===== config.mk =====
export PLATFORM = sky130hd
export DESIGN_NAME = rf_bank_arbiter
export DESIGN_NICKNAME = d
export VERILOG_FILES = /design/src/rtl/rf_bank_arbiter.sv
export SDC_FILE = /design/constraint.sdc
export NUM_CORES = 1
export LEC_CHECK = 0
export ABC_AREA = 1
export BUFFER_PORTS_ARGS = -buffer_cell sky130_fd_sc_hd__buf_4
export CAP_MARGIN = 40
export CORE_MARGIN = 2
export CORE_UTILIZATION = 64
export DETAILED_ROUTE_END_ITERATION = 12
export GPL_ROUTABILITY_DRIVEN = 0
export MAX_ROUTING_LAYER = met4
export PLACE_DENSITY = 0.83
export SYNTH_ARGS = -nofsm -noshare
export SYNTH_HDL_FRONTEND = slang
export SYNTH_SLANG_ARGS = --single-unit

===== constraint.sdc =====
create_clock -name clk -period 6.2 [get_ports clk]
set_input_delay 1.24 -clock clk [delete_from_list [all_inputs] [get_ports clk]]
set_output_delay 1.24 -clock clk [all_outputs]
set_load 0.02 [all_outputs]

===== src/rtl/rf_bank_arbiter.sv =====
// rtl/rf_bank_arbiter.sv - banked register-file read arbiter with per-bank request FIFOs and CDB write priority
// Optional macro RF_ARB_STALL_CNT_EN enables the saturating write-blocked-read stall counter.
module rf_bank_arbiter #(
  parameter int NUM_BANKS  = 4,
  parameter int BANK_W     = 2,
  parameter int FIFO_DEPTH = 4,
  parameter int ROW_W      = 3,
  parameter int OCID_W     = 2
) (
  input  logic                        clk,
  input  logic                        rst,
  input  logic                        req_valid,
  output logic                        req_ready,
  input  logic                        req_two,
  input  logic [BANK_W-1:0]           req_bank_a,
  input  logic [BANK_W-1:0]           req_bank_b,
  input  logic [ROW_W-1:0]            req_row_a,
  input  logic [ROW_W-1:0]            req_row_b,
  input  logic [OCID_W-1:0]           req_ocid,
  input  logic                        wr_en,
  input  logic [BANK_W-1:0]           wr_bank,
  input  logic [ROW_W-1:0]            wr_row,
  output logic [NUM_BANKS-1:0]        rf_rd_valid,
  output logic [NUM_BANKS*ROW_W-1:0]  rf_rd_row,
  output logic [NUM_BANKS*OCID_W-1:0] rf_rd_ocid,
  output logic [NUM_BANKS-1:0]        rf_rd_slot,
  output logic [NUM_BANKS-1:0]        rf_wr_en,
  output logic [NUM_BANKS*ROW_W-1:0]  rf_wr_row,
  output logic [NUM_BANKS-1:0]        bank_busy,
  output logic [15:0]                 stall_cnt
);

  localparam int PTR_W = $clog2(FIFO_DEPTH);
  localparam int CNT_W = PTR_W + 1;
  localparam int ENT_W = OCID_W + 1 + ROW_W;
  localparam logic [CNT_W-1:0] DEPTH_C = CNT_W'(FIFO_DEPTH);

  // Entry layout {ocid, slot, row} matches the output register concatenation.
  logic [ENT_W-1:0] mem  [NUM_BANKS][FIFO_DEPTH];
  logic [PTR_W-1:0] rptr [NUM_BANKS];
  logic [PTR_W-1:0] wptr [NUM_BANKS];
  logic [CNT_W-1:0] cnt  [NUM_BANKS];
  logic [CNT_W-1:0] cnt_nxt [NUM_BANKS];

  logic                 same_bank;
  logic                 accept;
  logic [ENT_W-1:0]     ent_a;
  logic [ENT_W-1:0]     ent_b;
  logic [NUM_BANKS-1:0] enq_a;
  logic [NUM_BANKS-1:0] enq_b;
  logic [NUM_BANKS-1:0] wr_hit;
  logic [NUM_BANKS-1:0] pop;

  assign same_bank = (req_bank_a == req_bank_b);
  assign accept    = req_valid && req_ready;
  assign ent_a     = {req_ocid, 1'b0, req_row_a};
  assign ent_b     = {req_ocid, 1'b1, req_row_b};

  // Admission looks only at registered counts; a same-cycle pop earns no credit.
  always_comb begin
    req_ready = 1'b0;
    if (!req_two) begin
      req_ready = (cnt[req_bank_a] < DEPTH_C);
    end else if (same_bank) begin
      req_ready = (cnt[req_bank_a] <= DEPTH_C - CNT_W'(2));
    end else begin
      req_ready = (cnt[req_bank_a] < DEPTH_C) && (cnt[req_bank_b] < DEPTH_C);
    end
  end

  always_comb begin
    wr_hit    = '0;
    pop       = '0;
    enq_a     = '0;
    enq_b     = '0;
    bank_busy = '0;
    for (int b = 0; b < NUM_BANKS; b++) begin
      cnt_nxt[b]   = cnt[b];
      wr_hit[b]    = wr_en && (wr_bank == BANK_W'(b));
      pop[b]       = (cnt[b] != '0) && !wr_hit[b];
      enq_a[b]     = accept && (req_bank_a == BANK_W'(b));
      enq_b[b]     = accept && req_two && (req_bank_b == BANK_W'(b));
      bank_busy[b] = (cnt[b] != '0);
      cnt_nxt[b]   = cnt[b] + CNT_W'(enq_a[b]) + CNT_W'(enq_b[b]) - CNT_W'(pop[b]);
    end
  end

  always_ff @(posedge clk) begin
    if (!rst) begin
      for (int b = 0; b < NUM_BANKS; b++) begin
        rptr[b] <= '0;
        wptr[b] <= '0;
        cnt[b]  <= '0;
      end
      rf_rd_valid <= '0;
      rf_rd_row   <= '0;
      rf_rd_ocid  <= '0;
      rf_rd_slot  <= '0;
      rf_wr_en    <= '0;
      rf_wr_row   <= '0;
    end else begin
      for (int b = 0; b < NUM_BANKS; b++) begin
        // A same-bank pair puts A first so it drains ahead of B.
        if (enq_a[b]) begin
          mem[b][wptr[b]] <= ent_a;
        end
        if (enq_b[b]) begin
          mem[b][enq_a[b] ? wptr[b] + PTR_W'(1) : wptr[b]] <= ent_b;
        end
        wptr[b] <= wptr[b] + PTR_W'(enq_a[b]) + PTR_W'(enq_b[b]);
        if (pop[b]) begin
          rptr[b] <= rptr[b] + PTR_W'(1);
          {rf_rd_ocid[b*OCID_W +: OCID_W], rf_rd_slot[b], rf_rd_row[b*ROW_W +: ROW_W]} <= mem[b][rptr[b]];
        end
        cnt[b]                      <= cnt_nxt[b];
        rf_rd_valid[b]              <= pop[b];
        rf_wr_en[b]                 <= wr_hit[b];
        rf_wr_row[b*ROW_W +: ROW_W] <= wr_row;
      end
    end
  end

`ifdef RF_ARB_STALL_CNT_EN
  logic [15:0] stall_q;

  always_ff @(posedge clk) begin
    if (!rst) begin
      stall_q <= '0;
    end else if (|(bank_busy & wr_hit) && (stall_q != 16'hFFFF)) begin
      stall_q <= stall_q + 16'd1;
    end
  end

  assign stall_cnt = stall_q;
`else
  assign stall_cnt = 16'h0000;
`endif

endmodule


==> results.py <==
metrics = {
    "routing": {
        "drc": 0,
        "drt_iter0_drc": 444,
        "wl_met3_mm": 1.09,
        "dr_wl_met2_mm": 8.20,
        "wl_met1_mm": 7.32,
        "drt-pass1-iter-count": 5,
        "post_drt_wl_per_cell_um": 14.8,
        "vias": 6275,
        "ant_nets": 0,
        "drt-total-wl_mm": 17.0,
        "dr.max_layer_used": "met4",
        "viasPerCell": 5.48,
    },
    "min_path": {
        "min_path_type": "flop to flop",
    },
    "pwr": {
        "p_int_mw": 2.44,
        "power_frac_clock": 0.293,
        "ir_worst_vdd_uv": 260,
        "finalPower_mw": 3.80,
        "comb_power_share": 0.325,
        "p_seq_frac": 0.382,
        "p_sw_mw": 1.36,
        "swShare": 0.357,
        "p_leak_nw": 4.21,
        "pwr_density_cell_nw_per_um2": 409,
    },
    "synth": {
        "yosysWarningCount": 0,
        "syn-cell-area_um2": 8230,
        "synth_flop_cell": "edfxtp_1",
        "ys_ff_latch": 159,
        "synthArstFlopShare": 0,
        "synth.distinct_cells": 34,
        "yosysTopAreaCell": "edfxtp_1",
        "synth_top_area_frac": 0.365,
        "seq_area_frac_synth": 0.508,
        "netlist_top_cells_area": "edfxtp_1 36%, dfxtp_1 14%, nand2_1 12%",
        "synth_common_cells": "256 x nand2_1, 100 x edfxtp_1, 78 x nor2_1",
        "syn_inst": 916,
        "yosysMostFrequentCell": "nand2_1",
        "synth_edf_count": 100,
        "avgSynthCellArea_um2": 8.99,
    },
    "flow_run": {
        "maxCapViolCount": 0,
    },
    "global_route": {
        "grtUsageTotal": 0.265,
        "grt_pass1_wl_mm": 28.1,
        "overflow": 0,
        "grt_pass1_vias": 5862,
        "grt_max_degree": 55,
        "antenna_found_initial": 0,
    },
    "setup_path": {
        "path_cells": "buf_4 -> inv_1 -> nand2_2 -> nor2_1 -> nor2_1 -> nand2_1 -> nand2_1 -> nand2_2 -> a21oi_2 -> buf_4",
        "crit_path_start_kind": "primary input",
        "cpPeakStageDelay_ps": 440,
        "worst-setup-path-type": "primary input to output port",
        "worst_ep_required_time_ps": 4960,
        "cp-end-kind": "output port",
        "critPathMaxFanout": 9,
        "slowest_stage": "a21oi_2",
        "arrival_ps": 2560,
    },
    "sta": {
        "rsz0062_at_grt": "false",
        "period_share": 0.612,
        "relSlewSlack": 0.489,
        "finalMaxSlewViolations": 0,
        "setup-tns-final_ps": 0,
        "whs_ps": 457,
        "fmax_mhz": 264,
        "period_minus_slack_ps": 3800,
        "finalHoldViolCount": 0,
        "worst_slew_pin_slew_ps": 758,
        "setup_viol": 0,
        "clock_skew_ps": 9.43,
    },
    "run_status": {
        "status": "finished, final reports clean",
    },
    "clock_tree": {
        "ctsHoldBuffers": 0,
        "path_clk_slew_ps": 60,
        "cts_inserted_buffers": 17,
        "ctsResizeCount": 0,
        "clock_latency_ps": 430,
        "cts_sinks": 159,
        "cts_tree": "done",
        "cts_max_level": 4,
        "cts_buffer_depth": 2,
        "cts_setup_buffers": 0,
        "clock-root-buffer": "clkbuf_16",
    },
    "place": {
        "dp_hpwl_mm": 11.8,
        "io_buffers": 70,
        "placed_cells": 1114,
    },
    "final_layout": {
        "antennaDiodeCount": 0,
        "postLayoutCoreUtil": 0.739,
        "instances_no_fill": 1146,
        "drive_gt1_frac": 0.164,
        "nets": 1015,
        "area_growth_syn_to_layout_pct": 12.8,
    },
    "die": {
        "io_pins": 87,
        "dieArea_um2": 13800,
        "die_w_um": 117,
        "rows": 41,
        "die_h_um": 117,
        "design.core.area_um2": 12600,
        "start_util": 0.655,
    },
}
[sequential cells by signal (all words and copies together) (netlist names)]
signal and cells:
cnt 12, mem 96, rf_rd_ocid 8, rf_rd_row 12, rf_rd_slot 4, rf_rd_valid 4, rf_wr_en 4, rf_wr_row 3
rptr 8, wptr 8
[critical path, delay by kind of cell]
kind            cells  cell delay (ps)
compound gates      1              440
buf+inv             3              430
simple gates        6              450
[cells in the final DEF, fill, tap and decap left out]
cell        netlist  routed
xnor2_1           1       1
fa_1             12      12
inv_2             9       9
clkinv_2          0       2
nand2_2          10      10
edfxtp_1        100     100
dfxtp_1          59      59
clkinvlp_4        0       1
inv_1            75      75
nand2_4           1       1
nand2_1         256     256
clkinv_4          0       1
nor3_4            4       4
ha_1             20      20
o21ai_2           3       3
nand3_2          16      16
nand4_2           2       2
a21oi_1           9       9
inv_6             1       2
clkbuf_16         0      17
nor2_2            3       3
bufinv_16         0       4
nor2_1           78      78
a21oi_2           1       1
nand4_1          56      56
or2_2             7       7
o21ai_0          51      51
xor2_1            6       6
clkbuf_8          0       3
clkbuf_1         14       3
nand3_1          48      48
buf_4            26      70
nand4_4           3       3
o22ai_1          24      24
o21ai_4           1       1
conb_1            1      16
[area by class of cell]
type	count	area, um2
Clock buffer	23	478
Timing Repair Buffer	70	526
Clock inverter	9	155
Tap cell	172	215
Sequential cell	159	4180
Inverter	85	324
Fill cell	905	3280
Multi-Input combinational cell	628	3410
[power by group through the flow]
stage               logic [mW]  clock network (mW)  registers (mW)
floorplan                0.785                   0            1.52
global placement          1.19                   0            1.47
detailed placement        1.22                   0            1.47
CTS                       1.23                1.12            1.45
global route              1.37                1.17            1.48
finish                    1.23                1.11            1.45
[logic make-up (layout without fill, tap and decap cells)]
kind of cell | count (synthesis) | after routing | synth area share
AO/OA/AOI/OAI | 89 | 89 | 0.0609
flip-flops | 159 | 159 | 0.508
adder cells (fa/ha/maj) | 32 | 32 | 0.0596
other | 1 | 16 | 0.000455
AND/OR/NAND/NOR | 484 | 484 | 0.279
XOR/XNOR | 7 | 7 | 0.00745
buffers and inverters | 144 | 187 | 0.0847
[layer usage]
layer,GRT usage,vias to the layer above
met5,-,-
li1,-,3128
met3,0.0545,32
met1,0.331,2866
met4,0.123,0
met2,0.418,249
[per-stage QoR]
step	setup WS, ps	area, um2
after floorplan	2460	8290
after global placement	2340	8660
after detailed placement	2270	8660
after CTS	2420	9290
after global routing	2270	9290
final	2400	9290
[worst paths after layout]
| kind | endpoint | slack (ps) | startpoint | depth (start not counted) |
|---|---|---|---|---|
| max | req_ready | 2400 | req_bank_b[1] | 10 |
| min | mem[1][3]$_DFF_P_ | 460 | mem[1][3]$_DFF_P_ | 2 |
| max reg2reg | cnt[3][2]$_SDFF_PN0_ | 3340 | cnt[1][2]$_SDFF_PN0_ | 15 |
| min reg2reg | mem[1][3]$_DFF_P_ | 460 | mem[1][3]$_DFF_P_ | 2 |
No activity file was read; power rests on OpenSTA's default activity.
